--- config.mk ---
export PLATFORM = sky130hd
export DESIGN_NAME = time_set_ctrl
export DESIGN_NICKNAME = d
export VERILOG_FILES = /design/src/rtl/clock_ctrl_pkg.sv /design/src/rtl/key_debounce.sv /design/src/rtl/time_set_ctrl.sv
export SDC_FILE = /design/constraint.sdc
export NUM_CORES = 1
export LEC_CHECK = 0
export BUFFER_PORTS_ARGS = -buffer_cell sky130_fd_sc_hd__buf_2
export CELL_PAD_IN_SITES_DETAIL_PLACEMENT = 2
export CELL_PAD_IN_SITES_GLOBAL_PLACEMENT = 2
export CORE_MARGIN = 2
export CORE_UTILIZATION = 41
export DETAILED_ROUTE_END_ITERATION = 8
export PLACE_DENSITY_LB_ADDON = 0.1
export SETUP_SLACK_MARGIN = 0.15
export SYNTH_ARGS = -nofsm -noshare
export SYNTH_HDL_FRONTEND = slang
export SYNTH_SLANG_ARGS = --single-unit
export TNS_END_PERCENT = 1
--- constraint.sdc ---
create_clock -name CLK -period 4.05 [get_ports CLK]
set_input_delay 0.6075 -clock CLK [delete_from_list [all_inputs] [get_ports CLK]]
set_output_delay 0.6075 -clock CLK [all_outputs]
set_load 0.02 [all_outputs]
--- src/rtl/clock_ctrl_pkg.sv ---
// -----------------------------------------------------------------------------
// clock_ctrl_pkg
// Shared definitions for the MM:SS time-set controller:
//   mode_t        - controller state, also driven out on MODE
//   BCD_*_MAX     - largest legal ones / tens digit of a 00..59 field
//   KEY_*         - bit index of each pushbutton within KEY
//   bcd2_t        - one two-digit BCD field (minutes or seconds)
//   bcd60_inc     - add 1 to a 00..59 BCD field, wrapping 59 -> 00
//   bcd60_max     - true when a field reads 59
// -----------------------------------------------------------------------------
package clock_ctrl_pkg;

    typedef enum logic [1:0] {
        RUN     = 2'd0,
        STOP    = 2'd1,
        SET_MIN = 2'd2,
        SET_SEC = 2'd3
    } mode_t;

    localparam logic [3:0] BCD_ONES_MAX = 4'd9;
    localparam logic [3:0] BCD_TENS_MAX = 4'd5;

    localparam int KEY_MODE = 0;
    localparam int KEY_INC  = 1;
    localparam int KEY_RUN  = 2;
    localparam int KEY_CLR  = 3;

    typedef struct packed {
        logic [3:0] tens;
        logic [3:0] ones;
    } bcd2_t;

    function automatic logic bcd60_max(input bcd2_t v);
        return (v.tens == BCD_TENS_MAX) && (v.ones == BCD_ONES_MAX);
    endfunction

    // The >= compares make an out-of-range digit fall back into range on
    // the next increment instead of counting through invalid codes.
    function automatic bcd2_t bcd60_inc(input bcd2_t v);
        bcd2_t r;
        r = v;
        if (v.ones >= BCD_ONES_MAX) begin
            r.ones = 4'd0;
            if (v.tens >= BCD_TENS_MAX) begin
                r.tens = 4'd0;
            end else begin
                r.tens = v.tens + 4'd1;
            end
        end else begin
            r.ones = v.ones + 4'd1;
        end
        return r;
    endfunction

endpackage

--- src/rtl/key_debounce.sv ---
// -----------------------------------------------------------------------------
// key_debounce
// One active-low pushbutton: 2-flop synchronizer, then a debouncer that
// accepts a new level only after it has been stable for DEBOUNCE_CYCLES
// cycles. press is a one-cycle pulse on the accepted 1->0 transition.
//
// A press is only reported once the key has been seen released since reset,
// so a button held through reset does not fire on its way out.
//
// Ports
//   clk      in   clock, rising edge
//   rst_n    in   synchronous active-low reset
//   key_raw  in   asynchronous pushbutton level (0 = pressed)
//   press    out  one-cycle press event
// -----------------------------------------------------------------------------
module key_debounce #(
    parameter int DEBOUNCE_CYCLES = 500000
) (
    input  logic clk,
    input  logic rst_n,
    input  logic key_raw,
    output logic press
);

    localparam int CNT_W = (DEBOUNCE_CYCLES > 1) ? $clog2(DEBOUNCE_CYCLES) : 1;
    localparam logic [CNT_W-1:0] CNT_LAST = CNT_W'(DEBOUNCE_CYCLES - 1);

    logic             sync1;
    logic             sync2;
    logic [1:0]       fill;     // sync2 carries a real sample once fill[1] is set
    logic             armed;
    logic             level;
    logic [CNT_W-1:0] cnt;

    // NOTE: every flop here uses <= so all of them sample the same pre-edge
    // values; blocking assignments would collapse the synchronizer chain.
    always_ff @(posedge clk) begin
        if (!rst_n) begin
            sync1 <= 1'b1;
            sync2 <= 1'b1;
            fill  <= 2'b00;
            armed <= 1'b0;
            level <= 1'b1;
            cnt   <= '0;
            press <= 1'b0;
        end else begin
            sync1 <= key_raw;
            sync2 <= sync1;
            fill  <= {fill[0], 1'b1};
            press <= 1'b0;

            if (fill[1] && sync2) begin
                armed <= 1'b1;
            end

            if (sync2 == level) begin
                cnt <= '0;
            end else if (cnt == CNT_LAST) begin
                cnt   <= '0;
                level <= sync2;
                press <= armed & ~sync2;
            end else begin
                cnt <= cnt + 1'b1;
            end
        end
    end

endmodule

--- src/rtl/time_set_ctrl.sv ---
// -----------------------------------------------------------------------------
// time_set_ctrl
// MM:SS clock with four pushbuttons: run/stop, set minutes, set seconds,
// clear. Time advances once per CLK_HZ cycles while in RUN.
//
// Build option: define BLINK_EN to blink the digits being edited
// (DIG_BLANK toggles every CLK_HZ/4 cycles); otherwise DIG_BLANK is 0.
//
// Ports
//   CLK                 in   clock, rising edge
//   RST_N               in   synchronous active-low reset
//   KEY[3:0]            in   active-low buttons: [0] mode, [1] inc,
//                            [2] start/stop, [3] clear
//   SEC_ONES..MIN_TENS  out  BCD time digits
//   MODE[1:0]           out  RUN=0, STOP=1, SET_MIN=2, SET_SEC=3
//   TICK                out  one-cycle pulse on each 1 s advance
//   ROLLOVER            out  one-cycle pulse on 59:59 -> 00:00
//   DIG_BLANK[3:0]      out  blank request, [3:2] minutes, [1:0] seconds
// -----------------------------------------------------------------------------
module time_set_ctrl
    import clock_ctrl_pkg::*;
#(
    parameter int CLK_HZ          = 50000000,
    parameter int DEBOUNCE_CYCLES = 500000
) (
    input  logic       CLK,
    input  logic       RST_N,
    input  logic [3:0] KEY,
    output logic [3:0] SEC_ONES,
    output logic [3:0] SEC_TENS,
    output logic [3:0] MIN_ONES,
    output logic [3:0] MIN_TENS,
    output logic [1:0] MODE,
    output logic       TICK,
    output logic       ROLLOVER,
    output logic [3:0] DIG_BLANK
);

    localparam int PW = (CLK_HZ > 1) ? $clog2(CLK_HZ) : 1;
    localparam logic [PW-1:0] PRESC_LAST = PW'(CLK_HZ - 1);

    // ---------------------------------------------------------------- keys
    logic [3:0] key_press;

    for (genvar i = 0; i < 4; i++) begin : g_key
        key_debounce #(
            .DEBOUNCE_CYCLES(DEBOUNCE_CYCLES)
        ) u_key (
            .clk    (CLK),
            .rst_n  (RST_N),
            .key_raw(KEY[i]),
            .press  (key_press[i])
        );
    end

    // One event per cycle: clear > mode > start/stop > increment.
    logic ev_clr, ev_mode, ev_run, ev_inc;

    assign ev_clr  = key_press[KEY_CLR];
    assign ev_mode = key_press[KEY_MODE] & ~ev_clr;
    assign ev_run  = key_press[KEY_RUN]  & ~ev_clr & ~key_press[KEY_MODE];
    assign ev_inc  = key_press[KEY_INC]  & ~ev_clr & ~key_press[KEY_MODE]
                                         & ~key_press[KEY_RUN];

    // ----------------------------------------------------------------- FSM
    mode_t state, state_nx;

    always_ff @(posedge CLK) begin
        if (!RST_N) begin
            state <= RUN;
        end else begin
            state <= state_nx;
        end
    end

    // NOTE: state_nx gets its default before any branch so no path leaves it
    // unassigned, which would otherwise infer a latch.
    always_comb begin
        state_nx = state;
        if (ev_mode) begin
            case (state)
                RUN, STOP: state_nx = SET_MIN;
                SET_MIN:   state_nx = SET_SEC;
                SET_SEC:   state_nx = STOP;
                default:   state_nx = RUN;
            endcase
        end else if (ev_run) begin
            case (state)
                RUN:     state_nx = STOP;
                STOP:    state_nx = RUN;
                default: state_nx = state;
            endcase
        end
    end

    assign MODE = state;

    // ------------------------------------------------------ time datapath
    bcd2_t         sec, mins;
    logic [PW-1:0] presc;
    logic          tick_now, roll_now, enter_set_min;

    assign enter_set_min = (state_nx == SET_MIN) && (state != SET_MIN);
    // A clear in the same cycle swallows the advance and both pulses.
    assign tick_now = (state == RUN) && (presc == PRESC_LAST) && !ev_clr;
    assign roll_now = tick_now && bcd60_max(sec) && bcd60_max(mins);

    always_ff @(posedge CLK) begin
        if (!RST_N) begin
            sec      <= '0;
            mins     <= '0;
            presc    <= '0;
            TICK     <= 1'b0;
            ROLLOVER <= 1'b0;
        end else begin
            TICK     <= tick_now;
            ROLLOVER <= roll_now;
            if (ev_clr) begin
                sec   <= '0;
                mins  <= '0;
                presc <= '0;
            end else begin
                // Zeroing on SET_MIN entry gives a full second after RUN resumes.
                if (enter_set_min) begin
                    presc <= '0;
                end else if (state == RUN) begin
                    presc <= (presc == PRESC_LAST) ? '0 : presc + 1'b1;
                end

                if (tick_now) begin
                    sec <= bcd60_inc(sec);
                    if (bcd60_max(sec)) begin
                        mins <= bcd60_inc(mins);
                    end
                end else if (ev_inc && (state == SET_MIN)) begin
                    mins <= bcd60_inc(mins);
                end else if (ev_inc && (state == SET_SEC)) begin
                    sec <= bcd60_inc(sec);
                end
            end
        end
    end

    assign SEC_ONES = sec.ones;
    assign SEC_TENS = sec.tens;
    assign MIN_ONES = mins.ones;
    assign MIN_TENS = mins.tens;

    // --------------------------------------------------------------- blink
`ifdef BLINK_EN
    localparam int BLINK_HALF = (CLK_HZ / 4 > 0) ? CLK_HZ / 4 : 1;
    localparam int BW = (BLINK_HALF > 1) ? $clog2(BLINK_HALF) : 1;
    localparam logic [BW-1:0] BLINK_LAST = BW'(BLINK_HALF - 1);

    logic [BW-1:0] blink_cnt;
    logic          blank_phase;
    logic          in_set, set_entry;

    assign in_set    = (state == SET_MIN) || (state == SET_SEC);
    assign set_entry = (state_nx != state) &&
                       ((state_nx == SET_MIN) || (state_nx == SET_SEC));

    // Phase restarts visible on entry and on every edit so the new value is
    // shown immediately.
    always_ff @(posedge CLK) begin
        if (!RST_N) begin
            blink_cnt   <= '0;
            blank_phase <= 1'b0;
        end else if (!in_set || set_entry || ev_inc) begin
            blink_cnt   <= '0;
            blank_phase <= 1'b0;
        end else if (blink_cnt == BLINK_LAST) begin
            blink_cnt   <= '0;
            blank_phase <= ~blank_phase;
        end else begin
            blink_cnt <= blink_cnt + 1'b1;
        end
    end

    always_comb begin
        DIG_BLANK = 4'b0000;
        if (blank_phase) begin
            if (state == SET_MIN) begin
                DIG_BLANK = 4'b1100;
            end else if (state == SET_SEC) begin
                DIG_BLANK = 4'b0011;
            end
        end
    end
`else
    assign DIG_BLANK = 4'b0000;
`endif

endmodule

* Yosys cells after proc, flatten, opt, wreduce, memory -nomap -nowiden
Index checks and enable logic that the tools add are counted.
** Word-level totals
- Bits in registers :: 150
- Output and inout bits :: 24
** Operators by class
- $add $sub $neg :: 9
- Magnitude comparators :: 4
- Eq/ne operators :: 20
- Mux-type cells :: 21
- Bitwise gates (word level) :: 26
- Reduce and logical (&&, ||, !) cells :: 34
** Operators with widths (count)
- adder 19 x 1 -> 19 bit (second input constant) :: 4
- == test 19 bit (second input constant) :: 4
- 2-to-1 mux 8 bit :: 6
- OR reduction 3 bit :: 9
- adder 26 x 1 -> 26 bit (second input constant) :: 1
- == test 26 bit (second input constant) :: 1
- 2-to-1 mux 26 bit :: 1
- 2-to-1 mux 4 bit :: 6
- adder 4 x 1 -> 4 bit (second input constant) :: 4
- inverter 1 bit :: 16
- logical AND 1 bit :: 13
- AND reduction 2 bit :: 6
- AND 1 bit :: 10
- == test 4 x 3 -> 1 bit (second input constant) :: 2
- == test 4 bit (second input constant) :: 2
- >= comparator 4 x 3 -> 1 bit (second input constant) :: 2
- >= comparator 4 bit (second input constant) :: 2
- == test 2 bit (second input constant) :: 3
- one-hot mux 2 bit (3 select lines) :: 1
- == test 1 bit :: 4
- 2-to-1 mux 1 bit :: 4
- 2-to-1 mux 2 bit :: 2
- != test 2 bit (second input constant) :: 2
- one-hot mux 2 bit (2 select lines) :: 1
- other kinds (6) :: 8

* Depth between registers and ports, before layout
Gate-level depths: netlist of run 1.
- Depth in word-level cells :: 8
- Depth in mapped cells :: 9
- Gate-level depth less buffers :: 7

* Hierarchy
Synthesis of run 1 repeated with hierarchy kept, for this count alone.
** Unflattened totals
- Cell total of the unflattened synthesis :: 795
- Area total of the unflattened synthesis :: 6904.1 µm²
** Modules (own cells, without submodules)
- key_debounce :: times used 4, cells an instance 121, area each 1066.0 µm², seq. area each 520.5 µm²
- time_set_ctrl :: times used 1, cells an instance 311, area each 2640.0 µm², seq. area each 920.9 µm²

* Worst setup path before layout of run 1
No wires, ideal clock.
- Path kind :: flip-flop to flip-flop
- Start :: register state[0] (netlist: MODE[0])
- End :: register presc[21]
- Arrival :: 2.071 ns
- Data required time :: 3.986 ns
- Path slack :: 1.915 ns
- Stages on the path, launching flop included :: 10
- Buffers on the path :: 2
- Period minus slack after synthesis :: 2.135 ns
- Cells stage by stage :: dfxtp_1 -> inv_1 -> ha_1 -> or3b_1 -> a21o_1 -> a41o_1 -> nand2b_1 -> buf_2 -> buf_6 -> nor2_1
** Between the ends
- Longest elaborated chain between the ends :: 7
** Ends and longest elaborated chain
- from (decl) :: line time_set_ctrl.sv:66 : mode_t state, state_nx;
- from (signal assigned) :: line time_set_ctrl.sv:72 : state <= state_nx;
- == test 2 x 1 -> 1 bit / logical NOT 2 bit (equally long branches) :: line time_set_ctrl.sv:81, time_set_ctrl.sv:88, time_set_ctrl.sv:126
- OR reduction 2 bit / one-hot mux 2 bit (2 select lines) (equally long branches) :: line time_set_ctrl.sv:81, time_set_ctrl.sv:88
- one-hot mux 2 bit (3 select lines) / 2-to-1 mux 2 bit (equally long branches) :: line time_set_ctrl.sv:81, time_set_ctrl.sv:87
- 2-to-1 mux 2 bit :: line time_set_ctrl.sv:80 : if (ev_mode) begin
- == test 2 bit :: line time_set_ctrl.sv:103 : assign enter_set_min = (state_nx == SET_MIN) && (state != SET_MIN);
- logical AND 1 bit :: line time_set_ctrl.sv:103
- OR reduction 3 bit (no source line)
- to (signal assigned) :: line time_set_ctrl.sv:127 : presc <= (presc == PRESC_LAST) ? '0 : presc + 1'b1;
- to (decl) :: line time_set_ctrl.sv:100 : logic [PW-1:0] presc;
Several ways; a longest one is shown, not always the timed one.
A chain may end at the register's enable or synchronous reset.

* Worst setup path after layout of run 1
- Start :: register state[1] (netlist: MODE[1])
- End :: register presc[7]
Same word-level chain as after synthesis.

==> results of run 1 <==
power by group through the flow:
stage,Clock (W),Combinational (W),Sequential (W)
4_1_cts,0.00164,0.0000519,0.00144
3_5_place_dp,0,0.0000504,0.00147
5_1_grt,0.00171,0.0000572,0.00144
6_report,0.00160,0.0000504,0.00144
2_1_floorplan,0,0.0000422,0.00147
3_3_place_gp,0,0.0000476,0.00147
per-stage QoR:
stage | total power (W) | util (%)
4_1_cts | 0.003134 | 47.25
6_report | 0.003088 | 47.25
2_1_floorplan | 0.001511 | -
3_5_place_dp | 0.001522 | 43.42
5_1_grt | 0.003205 | 47.25
3_3_place_gp | 0.001517 | 43.42
state kept, by name (all words and copies together), names as in the netlist:
name and flops:
g_key.u_key.fill 2, g_key.u_key.sync1 4, g_key.u_key.sync2 4, MIN_ONES 4
MODE 2, g_key.u_key.armed 4, ROLLOVER 1, SEC_TENS 4
SEC_ONES 4, TICK 1, g_key.u_key.press 4, presc 26
g_key.u_key.level 4, MIN_TENS 4, g_key.u_key.cnt 76
routing by layer:
metal	track usage, %	share of wire (%)	routed length (um)	vias up
met5	0	0	0	-
met4	7.196	1.4	235	0
met3	4.275	2.0	345	19
met2	38.39	52	8793	50
met1	25.18	45	7617	2618
li1	-	-	-	2574
critical path: stages, from the launching register on:
cell and delay (ps):
dfxtp_1 350, inv_1 100, ha_1 410, o21ai_0 170
a221o_1 350, a41o_1 290, nand2b_1 590, nor2_1 330
worst paths after layout:
kind	start	to	slack, ps	depth (start not counted)
setup / recovery	MODE[1]	presc[7]	1370	7
hold / removal	KEY[0]	g_key[0].u_key.sync1	370	2
setup reg to reg	MODE[1]	presc[7]	1370	7
hold reg to reg	g_key[0].u_key.sync1	g_key[0].u_key.sync2	410	1
cell usage in the layout (no fill, tap or decap), types with 3 or more instances in the layout:
master and count:
mux2i_1 7, nand4_1 32, nand4b_1 6, nand3b_1 3, buf_2 25, nor4b_1 6
nor3_1 16, ha_1 21, a21o_1 3, xor2_1 49, nand2b_1 15, a21oi_1 18
and4_1 8, nor4_1 16, nor2_1 131, nand2_1 47, inv_1 29, o21ai_0 12
and3_1 18, clkbuf_16 17, dfxtp_1 144, xnor2_1 46, and2_1 7, conb_1 4
clkbuf_8 5, nand3_1 47, nor2b_1 7
cell type report:
class / instances / area (um^2)
Inverter: 29 / 108.9
Clock inverter: 8 / 102.6
Sequential cell: 144 / 2883
Fill cell: 1764 / 8318
Clock buffer: 24 / 501.7
Multi-Input combinational cell: 552 / 3461
Tap cell: 216 / 270.3
Timing Repair Buffer: 25 / 125.1
logic make-up (layout without fill, tap and decap cells):
logic type / Yosys count / after routing / share of synthesized area, %
compound gates: 47 / 47 / 4.491
buf+inv: 50 / 86 / 3.692
xor+xnor: 95 / 95 / 12.65
mux: 8 / 8 / 1.294
other cells: 1 / 4 / 0.05703
flops: 144 / 144 / 43.84
fa+ha+maj: 21 / 21 / 3.996
simple gates: 377 / 377 / 29.97
==> reports/summary.json, run 1 <==
{
  "place": {
    "placed_cell_area_mm2": 0.006848,
    "place_inst": 966,
    "hpwl_mm": 11.65,
    "worst_setup_slack_after_placement_ps": 1184,
    "place.port_buffers": 25,
    "weighted_congestion_reported_at_the_end_of_routability_driven_placement": 0.7706
  },
  "power_and_ir_drop": {
    "power_switching_share_pct": 21.16,
    "net-switching-power_w": 0.0006535,
    "power-per-cell-area_mw_per_mm2": 414.3,
    "clk_network_pwr_share_pct": 51.7,
    "power.share.sequential_pct": 46.6,
    "static-leakage-power_nw": 2.620,
    "cellInternalPower_w": 0.002434,
    "ir_worst_vdd_v": 0.0002769,
    "power.share.combinational_pct": 1.6
  },
  "drt": {
    "drt_wl_total_mm": 16.99,
    "average_wire_per_standard_cell_um": 17.03,
    "detail_route.first_pass.iterations": 4,
    "iter_0_drt_violations": 161,
    "ant_nets": 0,
    "viasPerCell": 5.272,
    "route.detailed.drc": 0,
    "route.vias.total": 5261
  },
  "final_layout": {
    "finish.cell_count_without_fillers": 998,
    "area_delta_synth_final_pct": 13.34,
    "fraction_of_final_layout_cells_with_drive_strength_greater_than_1_pct": 9.079,
    "finish.net_count": 796,
    "diodes": 0,
    "layout.cell_area.non_filler_mm2": 0.007452
  },
  "clock_tree": {
    "cts_max_level": 4,
    "holdBufCountCts": 0,
    "cts_root_buf": "clkbuf_16",
    "clock_tree_from_tritoncts": "done",
    "cts.repair.resized": 0,
    "insertion_delay_ps": 420,
    "buffer_levels_on_the_longest_clock_path": 2,
    "cts_buffers": 17,
    "clkSinkCount": 144,
    "cts.clk_slew.worst_paths_ps": 60,
    "cts_setup_buffers": 0
  },
  "worst_setup_path": {
    "crit_required_ps": 4380,
    "crit_path_end_kind": "flop",
    "worstPathMaxFanout": 24,
    "critical_path_class": "reg2reg",
    "worst_setup_path_start_kind": "flop",
    "critPathArrivalTime_ps": 3020
  },
  "synth": {
    "postSynthCellCount": 743,
    "postSynth.asyncResetShare_pct": 0,
    "synth_area_mm2": 0.006575,
    "yosys_synthesis_warning_count": 0,
    "synthTopCellsByCount": "dfxtp_1 (144), nor2_1 (131), xor2_1 (49), nand2_1 (47), nand3_1 (47)",
    "ys_ff_latch": 144,
    "post_synth.cell_area_avg_um2": 8.849,
    "synth_edf_count": 0,
    "synth-main-ff-cell": "dfxtp_1",
    "synthTopCellsByArea": "dfxtp_1 (44%), nor2_1 (7.5%), xor2_1 (6.5%), xnor2_1 (6.1%), ha_1 (4.0%)",
    "synth_top_cell_by_area": "dfxtp_1",
    "post_synth_num_cell_types": 57,
    "synth.most_common_cell": "dfxtp_1",
    "synthDominantCellAreaShare_pct": 43.84,
    "ys_seq_area_share_pct": 43.84
  },
  "global_routing": {
    "grt_pass1_vias": 5769,
    "first_pass_grt_wire_length_mm": 28.64,
    "grt_antenna_before_repair": 0,
    "grt_max_degree": 31,
    "overflow": 0,
    "groute.usage.overall_pct": 21.25
  },
  "die": {
    "io-pin-count": 30,
    "core-area_mm2": 0.01577,
    "num_rows": 46,
    "fp.dieArea_mm2": 0.01707,
    "dieHeight_um": 130.6,
    "die_width_um": 130.6,
    "initial_utilization_pct": 41.69
  },
  "timing": {
    "final_period_util_pct": 66.29,
    "layout_setup_ws_ps": 1365,
    "final.setup_skew_ps": 7.056,
    "rsz0062_at_grt": "no",
    "hold_violations": 0,
    "timing.setup.tns_ps": 0,
    "report.final.slew_viol_count": 0,
    "worst_pin_slew_ps": 945.4,
    "finalHoldWorstSlack_ps": 372.2,
    "timing.slew.headroom_pct": 36.97,
    "timing.final.crit_period_ps": 2685,
    "fmax_mhz": 372.5,
    "finalSetupViolations": 0
  },
  "job": {
    "drv_cap": 0
  },
  "outcome": {
    "outcome": "finished, final reports clean"
  },
  "hold_path": {
    "timing.hold.worst.class": "in2reg"
  }
}
No activity file was read; power rests on OpenSTA's default activity.
==> inputs of run 2 (changes only) <==
- CORE_UTILIZATION: 41 -> 38
- clock period: 4.05 -> 2.8 ns (I/O delays scaled with it)
==> run 2 against run 1 <==
- sequential power up 44%
- first-iteration DRC count rose by 26%
- hold slack worse by 190 ps
- via count rose by 0.19%
- clock-buffer cell count decreased by 6
- die area up 7.7%
- global-route usage is 2.1 points lower
- maximum frequency increased by 14%
- sequential cell count stayed put
==> reports/summary.json, run 2 (synthesis gave the netlist of run 1 again) <==
{
  "hold_path": {
    "min-delay-start": "KEY[0]",
    "hold_path_depth": 2,
    "timing.hold.worst.class": "in2reg",
    "hold-path-endpoint": "g_key[0].u_key.sync1"
  },
  "clock_tree": {
    "cts_root_buf": "clkbuf_16",
    "holdBufCountCts": 0,
    "clock_tree_from_tritoncts": "done",
    "cts_setup_buffers": 0,
    "buffer_levels_on_the_longest_clock_path": 2,
    "cts.repair.resized": 0,
    "cts_buffers": 17,
    "cts.clk_slew.worst_paths_ps": 60,
    "clkSinkCount": 144,
    "cts_max_level": 4,
    "insertion_delay_ps": 420
  },
  "timing": {
    "timing.slew.headroom_pct": 47.24,
    "timing.final.crit_period_ps": 2355,
    "worst_pin_slew_ps": 784.2,
    "fmax_mhz": 424.7,
    "timing.setup.tns_ps": 0,
    "hold_violations": 0,
    "final.setup_skew_ps": 10.21,
    "finalSetupViolations": 0,
    "final_period_util_pct": 84.09,
    "finalHoldWorstSlack_ps": 183.5,
    "rsz0062_at_grt": "no",
    "report.final.slew_viol_count": 0
  },
  "final_layout": {
    "diodes": 0,
    "largest_register_ff_count": 76,
    "largest_registers": "g_key.u_key.cnt x76, presc x26",
    "area_delta_synth_final_pct": 14.39,
    "biggest_register": "g_key.u_key.cnt",
    "layout.cells.most_common_list": "dfxtp_1 (144), nor2_1 (131), xor2_1 (49)",
    "fraction_of_final_layout_cells_with_drive_strength_greater_than_1_pct": 9.796,
    "finish.cell_count_without_fillers": 1011,
    "final_common_cell": "dfxtp_1",
    "layout.cell_area.non_filler_mm2": 0.007521,
    "finish.net_count": 801
  },
  "worst_setup_path": {
    "critPathArrivalTime_ps": 2700,
    "critical_path_class": "reg2reg",
    "worst_reg2reg_path_length_in_cells": 8,
    "crit_chain": "inv_1 -> ha_1 -> o21ai_0 -> a221o_1 -> a41o_1 -> nand2b_1 -> buf_4 -> nor2_1",
    "r2r_end": "presc[25]",
    "worstPathMaxFanout": 24,
    "slowest_stage": "ha_1",
    "cpPeakStageDelay_ps": 410,
    "crit_required_ps": 3140,
    "crit_path_end_kind": "flop",
    "worst_setup_path_start_kind": "flop",
    "timing.reg2reg.setup_slack_ps": 450,
    "cp.buffers_inverters": 2,
    "critical-path-top-delay-family": "compound AO/OA/AOI/OAI gates",
    "timing.rr.start": "MODE[1]"
  },
  "die": {
    "fp.dieArea_mm2": 0.01837,
    "core-area_mm2": 0.01712,
    "die_width_um": 135.5,
    "dieHeight_um": 135.5,
    "initial_utilization_pct": 38.41,
    "io-pin-count": 30,
    "num_rows": 48
  },
  "global_routing": {
    "grt_max_degree": 26,
    "first_pass_grt_wire_length_mm": 28.12,
    "grt_antenna_before_repair": 0,
    "groute.usage.overall_pct": 19.12,
    "grt_pass1_vias": 5753,
    "overflow": 0
  },
  "place": {
    "place.port_buffers": 25,
    "place_inst": 980,
    "weighted_congestion_reported_at_the_end_of_routability_driven_placement": 0.7903,
    "hpwl_mm": 11.42,
    "placed_cell_area_mm2": 0.006897
  },
  "drt": {
    "route.vias.total": 5271,
    "iter_0_drt_violations": 203,
    "ant_nets": 0,
    "route.detailed.drc": 0,
    "average_wire_per_standard_cell_um": 16.35,
    "viasPerCell": 5.214,
    "drt_wl_total_mm": 16.53,
    "detail_route.first_pass.iterations": 4
  },
  "power_and_ir_drop": {
    "power.share.combinational_pct": 1.7,
    "clk_network_pwr_share_pct": 52.9,
    "static-leakage-power_nw": 2.654,
    "ir_worst_vdd_v": 0.0004160,
    "cellInternalPower_w": 0.003607,
    "power-per-cell-area_mw_per_mm2": 609.8,
    "power_switching_share_pct": 21.36,
    "net-switching-power_w": 0.0009795,
    "power.share.sequential_pct": 45.4,
    "power.total_w": 0.004586
  },
  "job": {
    "drv_cap": 0
  },
  "outcome": {
    "outcome": "finished, final reports clean"
  }
}
==> run 2: cell types whose count changed in the layout (fill, tap and decap cells not counted) <==
| cell | previous run | this run |
|---|---|---|
| buf_4 | 0 | 5 |
| bufinv_16 | 2 | 4 |
| clkbuf_1 | 2 | 0 |
| clkbuf_8 | 5 | 1 |
| clkinv_2 | 2 | 3 |
| inv_6 | 0 | 2 |
==> run 2: routing by layer <==
layer / track usage [%] / wire [um] / up-vias
met2: 36.03 / 8810 / 47
met3: 4.040 / 367 / 12
met5: 0 / 0 / -
li1: - / - / 2588
met4: 5.324 / 170 / 0
met1: 21.62 / 7182 / 2624
==> run 2: through the flow <==
stage / worst slack (ps) / util [%]
after floorplan: 665.4 / -
after global placement: 752.3 / 40.29
after detailed placement: 564.3 / 40.29
after CTS: 417.6 / 43.94
after global routing: 281.2 / 43.94
final: 445.4 / 43.94
==> run 2: layout make-up <==
class | count | area [um^2]
Clock inverter | 13 | 185.2
Tap cell | 225 | 281.5
Sequential cell | 144 | 2883
Clock buffer | 18 | 439.2
Multi-Input combinational cell | 552 | 3461
Inverter | 29 | 108.9
Timing Repair Buffer | 30 | 162.7
Fill cell | 1889 | 9595
==> run 2: power groups by stage <==
stage                     Combinational (W)  Clock [W]  Sequential [W]
final                             0.0000791    0.00242         0.00208
after global routing              0.0000902    0.00257         0.00208
after CTS                         0.0000812    0.00248         0.00208
after detailed placement          0.0000799          0         0.00213
after global placement            0.0000750          0         0.00213
after floorplan                   0.0000611          0         0.00212
==> run 2: worst max path at each step <==
stage	startpoint	to	slack, ps	cells after the start
2_1_floorplan	MODE[0]	presc[21]	670	9
3_3_place_gp	SEC_ONES[1]	MIN_ONES[0]	750	7
3_5_place_dp	MODE[1]	presc[17]	560	8
4_1_cts	MODE[1]	presc[25]	420	8
5_1_grt	MODE[1]	presc[25]	280	8
6_report	MODE[1]	presc[25]	450	8
